### src/rtl/aud_pkg.sv
// Shared types and constants for the audio playback path.
package aud_pkg;

  localparam int unsigned AUD_DATA_W = 16;

  typedef enum logic [2:0] {S_IDLE, S_WAIT, S_LEFT, S_RIGHT} play_state_t;

endpackage

### src/rtl/aud_i2s_serializer.sv
// MSB-first shift register for one I2S channel slot; output is 0 once all bits are out.
module aud_i2s_serializer
  import aud_pkg::*;
#(
  parameter int unsigned DATA_W = AUD_DATA_W
) (
  input  logic              i_clk,
  input  logic              i_rst,
  input  logic              load,
  input  logic [DATA_W-1:0] load_data,
  output logic              o_dacdat
);

  localparam int unsigned CNT_W = $clog2(DATA_W + 1);

  logic [DATA_W-1:0] sh_q, sh_d;
  logic [CNT_W-1:0]  bitcnt_q, bitcnt_d;

  always_comb begin
    sh_d     = sh_q;
    bitcnt_d = bitcnt_q;
    // A load always wins, even mid-shift on a short LRC period.
    if (load) begin
      sh_d     = load_data;
      bitcnt_d = CNT_W'(DATA_W);
    end else if (bitcnt_q != '0) begin
      sh_d     = sh_q << 1;
      bitcnt_d = bitcnt_q - CNT_W'(1);
    end
  end

  always_ff @(posedge i_clk) begin
    if (i_rst) begin
      sh_q     <= '0;
      bitcnt_q <= '0;
    end else begin
      sh_q     <= sh_d;
      bitcnt_q <= bitcnt_d;
    end
  end

  assign o_dacdat = (bitcnt_q != '0) & sh_q[DATA_W-1];

endmodule

### src/rtl/aud_player.sv
// Playback-side I2S serializer for the WM8731 DAC: skid buffer, frame FSM,
// underrun counting and stop handling, all in the BCLK domain.
module aud_player
  import aud_pkg::*;
#(
  parameter int unsigned DATA_W = AUD_DATA_W,
  parameter int unsigned UNDR_W = 16
) (
  input  logic              i_clk,
  input  logic              i_rst,
  input  logic              i_lrc,
  input  logic              i_start,
  input  logic              i_pause,
  input  logic              i_stop,
  input  logic              i_valid,
  input  logic [DATA_W-1:0] i_data,
  output logic              o_ready,
  output logic              o_aud_dacdat,
  output logic [UNDR_W-1:0] o_underrun,
  output logic              o_finish
);

  play_state_t       state_q, state_d;
  logic              lrc_q;
  logic [DATA_W-1:0] buf_data_q, buf_data_d;
  logic              buf_full_q, buf_full_d;
  logic [DATA_W-1:0] cur_q, cur_d;
  logic [UNDR_W-1:0] undr_q, undr_d;
  logic              stop_pend_q, stop_pend_d;
  logic              finish_q, finish_d;

  logic              rise, fall, ready, frame_load, load, ser_dat;
  logic [DATA_W-1:0] load_data;

  assign rise  = i_lrc & ~lrc_q;
  assign fall  = ~i_lrc & lrc_q;
  assign ready = ~buf_full_q & (state_q != S_IDLE);

  always_comb begin
    state_d     = state_q;
    buf_data_d  = buf_data_q;
    buf_full_d  = buf_full_q;
    cur_d       = cur_q;
    undr_d      = undr_q;
    stop_pend_d = stop_pend_q;
    frame_load  = 1'b0;
    load        = 1'b0;
    load_data   = cur_q;

    unique case (state_q)
      S_IDLE: begin
        buf_full_d  = 1'b0;
        stop_pend_d = 1'b0;
        if (i_start) begin
          state_d = S_WAIT;
          undr_d  = '0;
        end
      end
      S_WAIT: begin
        if (i_stop) begin
          stop_pend_d = 1'b1;
          state_d     = S_IDLE;
        end else if (rise) begin
          frame_load = 1'b1;
          state_d    = S_LEFT;
        end
      end
      S_LEFT: begin
        if (i_stop) stop_pend_d = 1'b1;
        if (fall) begin
          load    = 1'b1;
          state_d = S_RIGHT;
        end
      end
      S_RIGHT: begin
        if (i_stop) stop_pend_d = 1'b1;
        if (rise) begin
          if (stop_pend_q | i_stop) begin
            state_d = S_IDLE;
          end else begin
            frame_load = 1'b1;
            state_d    = S_LEFT;
          end
        end
      end
      default: state_d = S_IDLE;
    endcase

    if (frame_load) begin
      load = 1'b1;
      if (i_pause) begin
        cur_d = '0;
      end else if (buf_full_q) begin
        cur_d      = buf_data_q;
        buf_full_d = 1'b0;
      end else begin
        cur_d = '0;
        if (undr_q != '1) undr_d = undr_q + UNDR_W'(1);
      end
      load_data = cur_d;
    end

    // A load that empties the buffer never coincides with an accept: ready was low.
    if (i_valid & ready) begin
      buf_data_d = i_data;
      buf_full_d = 1'b1;
    end
  end

  assign finish_d = (state_q != S_IDLE) && (state_d == S_IDLE);

  always_ff @(posedge i_clk) begin
    if (i_rst) begin
      state_q     <= S_IDLE;
      lrc_q       <= 1'b0;
      buf_data_q  <= '0;
      buf_full_q  <= 1'b0;
      cur_q       <= '0;
      undr_q      <= '0;
      stop_pend_q <= 1'b0;
      finish_q    <= 1'b0;
    end else begin
      state_q     <= state_d;
      lrc_q       <= i_lrc;
      buf_data_q  <= buf_data_d;
      buf_full_q  <= buf_full_d;
      cur_q       <= cur_d;
      undr_q      <= undr_d;
      stop_pend_q <= stop_pend_d;
      finish_q    <= finish_d;
    end
  end

  aud_i2s_serializer #(.DATA_W(DATA_W)) u_ser (
    .i_clk     (i_clk),
    .i_rst     (i_rst),
    .load      (load),
    .load_data (load_data),
    .o_dacdat  (ser_dat)
  );

  // Idle forces silence even if a short final slot left bits in the shifter.
  assign o_aud_dacdat = ser_dat & (state_q != S_IDLE);
  assign o_ready      = ready;
  assign o_underrun   = undr_q;
  assign o_finish     = finish_q;

endmodule

### config.mk
export PLATFORM = sky130hd
export DESIGN_NAME = aud_player
export DESIGN_NICKNAME = d
export VERILOG_FILES = /design/src/rtl/aud_pkg.sv /design/src/rtl/aud_i2s_serializer.sv /design/src/rtl/aud_player.sv
export SDC_FILE = /design/constraint.sdc
export NUM_CORES = 1
export LEC_CHECK = 0
export CORE_ASPECT_RATIO = 1.4
export CORE_MARGIN = 10
export CORE_UTILIZATION = 60
export CTS_BUF_LIST = sky130_fd_sc_hd__clkbuf_16
export CTS_CLUSTER_SIZE = 24
export DETAILED_ROUTE_END_ITERATION = 10
export PLACE_DENSITY = 0.85
export SKIP_CTS_REPAIR_TIMING = 1
export SLEW_MARGIN = 20
export SYNTH_ARGS = -nofsm -noshare
export SYNTH_HDL_FRONTEND = slang
export SYNTH_HIERARCHICAL = 1
export SYNTH_SLANG_ARGS = --single-unit
### constraint.sdc
create_clock -name i_clk -period 3.7 [get_ports i_clk]
set_clock_uncertainty 0.05 [all_clocks]
set_input_delay 0.74 -clock i_clk [delete_from_list [all_inputs] [get_ports i_clk]]
set_output_delay 0.74 -clock i_clk [all_outputs]
set_load 0.01 [all_outputs]
==> results of run 1 <==
## per-stage QoR
| step | instance area (µm²) | hold slack [ns] |
|---|---|---|
| finish | 4260 | 0.439 |
| global route | 4260 | 0.456 |
| CTS | 4260 | 0.446 |
| detailed placement | 3940 | 0.433 |
| global placement | 3940 | 0.412 |
| floorplan | 3540 | 0.398 |
## routing by layer
| metal | vias up | GRT usage, % | routed length [µm] |
|---|---|---|---|
| met5 | - | 0 | 0 |
| met4 | 0 | 8.81 | 157 |
| met3 | 19 | 5.37 | 468 |
| met2 | 88 | 29.1 | 4160 |
| met1 | 1458 | 17.6 | 3180 |
| li1 | 1470 | - | - |
## cell type report
| type | count | area, µm² | area share [%] |
|---|---|---|---|
| Multi-Input combinational cell | 268 | 1830 | 43.1 |
| Sequential cell | 76 | 1520 | 35.7 |
| Timing Repair Buffer | 49 | 465 | 10.9 |
| Clock buffer | 9 | 225 | 5.29 |
| Clock inverter | 7 | 91.3 | 2.14 |
| Tap cell | 70 | 87.6 | 2.06 |
| Inverter | 9 | 33.8 | 0.793 |
## synth_stat cells (5+ instances only)
master      n
nor3_1     21
nor2b_1    18
a221oi_1    9
inv_1       8
mux2i_1    22
nand2b_1    6
nor2_1     59
dfxtp_1    76
nand3_1     7
clkbuf_1   20
a2111oi_2  15
o211ai_1    5
buf_2       6
a21oi_1    10
nand2_1    15
nand4_1    10
a22o_1     16
## path summary, 6_finish.rpt
check / end / start / depth (start not counted) / slack (ns)
setup / recovery: o_aud_dacdat / u_ser/bitcnt_q[0]$_SDFFE_PP0P_ / 6 / 0.68
hold / removal: u_ser/bitcnt_q[4]$_SDFFE_PP0P_ / u_ser/bitcnt_q[4]$_SDFFE_PP0P_ / 2 / 0.44
setup reg to reg: o_underrun[5]$_SDFF_PP0_ / o_underrun[0]$_SDFF_PP0_ / 6 / 1.37
hold reg to reg: u_ser/bitcnt_q[4]$_SDFFE_PP0P_ / u_ser/bitcnt_q[4]$_SDFFE_PP0P_ / 2 / 0.44
## logic make-up after synthesis
kind of cell / count (synthesis) / share of synthesized area (%)
other: 1 / 0.106
adders and majority gates: 2 / 0.707
buffers and inverters: 40 / 5.41
DFF: 76 / 43.0
muxes: 22 / 6.22
AOI/OAI and AO/OA: 78 / 20.0
and+or+nand+nor: 162 / 23.8
xor gates and xnor gates: 3 / 0.742
## cell usage in the layout (no fill, tap or decap), drive strengths merged, types with 10 or more instances in the layout
| cell type | synthesis | final |
|---|---|---|
| a2111oi | 15 | 15 |
| a21oi | 10 | 10 |
| a22o | 16 | 16 |
| clkdlybuf4s50 | 0 | 40 |
| dfxtp | 76 | 76 |
| mux2i | 22 | 22 |
| nand2 | 15 | 15 |
| nand4 | 10 | 10 |
| nor2 | 59 | 59 |
| nor2b | 18 | 18 |
| nor3 | 21 | 21 |
## power groups by stage
stage	Sequential [µW]	Clock [µW]	Combinational, µW
final	991	922	590
after global routing	1000	969	651
after CTS	991	936	593
after detailed placement	1010	0	585
after global placement	1000	0	562
after floorplan	988	0	546
## sequential cells by signal, indices dropped and copies added (netlist names)
register        count
u_ser/sh_q         16
stop_pend_q         1
u_ser/bitcnt_q      5
state_q             3
o_underrun         16
o_finish            1
lrc_q               1
buf_full_q          1
cur_q              16
buf_data_q         16
## worst reg2reg max path, cell delays in order (launching register included)
cell and delay [ns]:
dfxtp_1 0.43, ha_1 0.27, nand4_1 0.24, nor4_1 0.34
buf_4 0.22, nand2b_1 0.45, a221oi_1 0.18
==> flow_summary.yaml, run 1 <==
placement:
  pre_cts_slack_ns: 0.643
  dp_cells: 472
  place_congestion: 0.905
  dp_hpwl_mm: 5.26
  numPortBuffers: 41
logic_synthesis:
  synth_edf_count: 0
  synthArstFlopShare_pct: 0
  synth.area.top_cells: "dfxtp_1 43%, a2111oi_2 6.4%, nor2_1 6.3%"
  syn_nets: 409
  yosys_register_bits: 76
  synth.distinct_cells: 52
  syn_inst: 384
  yosys_warnings: 6
  ys_seq_area_share_pct: 43.0
  syn_area_um2: 3540
  yosys.area.top_type: "dfxtp_1"
  avgSynthCellArea_um2: 9.22
  yosysTopAreaCellShare_pct: 43.0
  synth_ff_type: "dfxtp_1"
die:
  fp.dieH_um: 111
  die_w_um: 84.9
  coreArea_um2: 5780
  dieArea_um2: 9420
  fp-row-count: 33
  io_pins: 42
  start_util_pct: 61.2
cells_and_area:
  final_net_count: 438
  instances_no_fill: 488
  nFillCells: 454
  antenna_cells: 0
  final_core_util_pct: 73.7
  drive_gt1_share_pct: 11.5
  syn_to_final_growth_pct: 20.3
power:
  switchingPower_uw: 720
  seqPwrFrac_pct: 39.6
  p_clk_share_pct: 36.8
  powerDensity_nw_per_um2: 588
  p_sw_share_pct: 28.7
  combPwrFrac_pct: 23.6
  ir_drop_uv: 385
  p_leak_uw: 0.00152
  power.internal_uw: 1780
  power_uw: 2500
cts:
  cts_buffer_depth: 2
  numCtsBuffers: 9
  cts_root_buf: "clkbuf_16"
  cts_tree: "done"
  ctsHtreeMaxLevel: 3
  clkLatencyLatePin_ns: 0.33
  clk_pin_slew_ns: 0.05
  clock_sinks: 76
timing:
  finalSetupTns_ns: 0
  worst_pin_slew_ns: 0.843
  drv_slew: 0
  worst_slack_ns: 0.684
  setup_viol: 0
  min_period_ns: 3.02
  rsz0062_at_grt: "false"
  hold_violations: 0
  min_period_over_period_pct: 81.5
  fmax_ghz: 0.332
  slew_headroom_pct: 43.8
critical_path:
  critical-path-max-stage-delay_ns: 0.50
  crit_fanout: 3
  worstPathArrival_ns: 2.23
  criticalPathCategory: "reg -> out"
  worstSetupStartpointType: "flip-flop"
  cpLargestDelayFamily: "simple AND/OR/NAND/NOR gates"
  cp_slowest_cell: "clkdlybuf4s50_1"
  worst-path-buf-inv: 2
  cp-end-kind: "output pin"
  required_ns: 2.91
  crit_chain: "inv_1 > ha_1 > or4b_4 > and2_1 > nor2b_1 > clkdlybuf4s50_1"
drt:
  vias_per_cell: 6.22
  vias: 3035
  drtAntennaViolNets: 0
  first_pass_iters: 4
  drc_errors: 0
  drt_iter0_markers: 204
  wirelength_mm: 7.96
  wire_per_inst_um: 16.3
global_routing:
  gr-total-overflow: 0
  gr-usage-all-layers_pct: 16.9
  grt_max_degree: 45
  grt_pass1_wl_mm: 13.6
  antenna_found_initial: 0
  grt_pass1_vias: 3078
run:
  cap_violations: 0
status:
  status: "completed"
hold_path:
  hold_class: "reg -> reg"
(Power assumes the default switching activity.)
==> inputs of run 2 (changes only) <==
CORE_UTILIZATION = 50   (was 60)
PLACE_DENSITY = 0.75   (was 0.85)
clock period = 2.55 ns   (was 3.7 ns; I/O delays follow)
==> run 2 against run 1 <==
Net effect: clock-buffer cell count unchanged; worst hold slack got worse by 0.017 ns; cell count rose by 7.6%; sequential power increased by 44%; critical endpoint unchanged; sequential share of layout area is 0.68 points lower; combinational power up 45%; via count fell by 2.0%; clock power is 17% higher; highest routed layer unchanged.
==> flow_summary.yaml, run 2 (synthesized netlist as in run 1, its figures left out) <==
timing:
  worst_pin_slew_ns: 0.561
  slew_headroom_pct: 62.4
  whs_ns: 0.423
  min_period_over_period_pct: 96.1
  rsz0062_at_grt: "false"
  hold_violations: 0
  fmax_ghz: 0.408
  drv_slew: 0
  setup_viol: 0
  finalSetupTns_ns: 0
  min_period_ns: 2.45
critical_path:
  worst-path-buf-inv: 2
  worstPathArrival_ns: 1.89
  worstRegToRegCells: 6
  critical-path-max-stage-delay_ns: 0.48
  r2r_setup_slack_ns: 0.35
  crit_fanout: 3
  cp-end-kind: "output pin"
  rr_startpoint: "o_underrun[0]$_SDFF_PP0_"
  rr_endpoint: "o_underrun[15]$_SDFF_PP0_"
  required_ns: 1.99
  crit_chain: "inv_1 > ha_1 > or4b_4 > and2_1 > nor2b_1 > dlymetal6s2s_1"
  cp_slowest_cell: "or4b_4"
  criticalPathCategory: "reg -> out"
  cpLargestDelayFamily: "simple AND/OR/NAND/NOR gates"
  worstSetupStartpointType: "flip-flop"
placement:
  dp_cells: 511
  place_congestion: 0.852
  dp_hpwl_mm: 5.60
  numPortBuffers: 41
drt:
  first_pass_iters: 4
  vias: 2975
  drtAntennaViolNets: 0
  vias_per_cell: 5.67
  wire_per_inst_um: 14.6
  drt_iter0_markers: 124
  wirelength_mm: 7.68
  drc_errors: 0
die:
  coreArea_um2: 6940
  fp-row-count: 36
  die_w_um: 91.1
  dieArea_um2: 10900
  fp.dieH_um: 120
  io_pins: 42
  start_util_pct: 51.0
power:
  ir_drop_uv: 555
  powerDensity_nw_per_um2: 774
  p_leak_uw: 0.00158
cells_and_area:
  drive_gt1_share_pct: 13.5
  instances_no_fill: 525
  final_net_count: 452
  final_common_cell: "dfxtp_1"
  layout_common_cells: "76 x dfxtp_1, 58 x nor2_1, 39 x clkdlybuf4s50_1, 22 x mux2i_1"
  nFillCells: 629
  antenna_cells: 0
  syn_to_final_growth_pct: 22.7
cts:
  clkLatencyLatePin_ns: 0.33
  numCtsBuffers: 9
  cts_tree: "done"
  clk_pin_slew_ns: 0.05
  ctsHtreeMaxLevel: 3
  cts_buffer_depth: 2
  cts_root_buf: "clkbuf_16"
  clock_sinks: 76
hold_path:
  min_to: "u_ser/bitcnt_q[4]$_SDFFE_PP0P_"
  worstHoldPathCells: 2
  min_from: "u_ser/bitcnt_q[4]$_SDFFE_PP0P_"
  hold_class: "reg -> reg"
global_routing:
  grt_pass1_vias: 3001
  antenna_found_initial: 0
  grt_pass1_wl_mm: 13.6
  grt_max_degree: 35
  gr-total-overflow: 0
  gr-usage-all-layers_pct: 14.8
run:
  cap_violations: 0
status:
  status: "completed"
[run 2: worst max-delay path by stage]
stage                                         from                           to  slack [ns]  cells past startpoint
CTS                 u_ser/bitcnt_q[0]$_SDFFE_PP0P_                 o_aud_dacdat       -0.24                      6
floorplan                                    i_lrc  u_ser/sh_q[10]$_SDFFE_PP0P_        0.38                      8
finish              u_ser/bitcnt_q[0]$_SDFFE_PP0P_                 o_aud_dacdat         0.1                      6
global placement                           i_pause    o_underrun[14]$_SDFF_PP0_        0.09                      5
global route        u_ser/bitcnt_q[0]$_SDFFE_PP0P_                 o_aud_dacdat       0.003                      6
detailed placement                         i_pause    o_underrun[13]$_SDFF_PP0_        0.05                      5
[run 2: report_power, final]
| group | switching (µW) | total [µW] | internal (µW) |
|---|---|---|---|
| logic | 451 | 853 | 402 |
| clock network | 444 | 1080 | 634 |
| registers | 90.2 | 1430 | 1340 |
[run 2: metal layers]
metal  up-vias  track usage [%]  wire length [µm]
li1       1505                -                 -
met1      1400             16.1              3220
met2        58             25.8              3980
met3        12             2.81               323
met4         0             9.33               157
met5         -                0                 0
[run 2: through the flow]
stage	util, %	power (µW)	setup WS (ns)	cell area [µm²]
5_1_grt	62.6	3550	0.00274	4340
4_1_cts	62.6	3400	-0.244	4340
6_report	62.6	3360	0.0993	4340
3_5_place_dp	59.0	2320	0.0508	4090
3_3_place_gp	59.0	2280	0.0886	4090
2_1_floorplan	-	2230	0.385	3540
[run 2: cell type report]
type | count | area (µm²) | area share (%)
multi-input combinational | 268 | 1830 | 42.2
sequential | 76 | 1520 | 35.0
timing repair buffer | 63 | 586 | 13.5
inverter | 9 | 33.8 | 0.778
clock inverter | 5 | 22.5 | 0.519
clock buffer | 9 | 225 | 5.19
tap | 95 | 119 | 2.74
[run 2: worst register-to-register path, stage by stage, from the launching register on]
cell and delay [ns]:
dfxtp_1 0.43, ha_1 0.27, nand4_1 0.18, nor4_1 0.33, buf_4 0.23, nand2b_1 0.39, o221ai_1 0.17
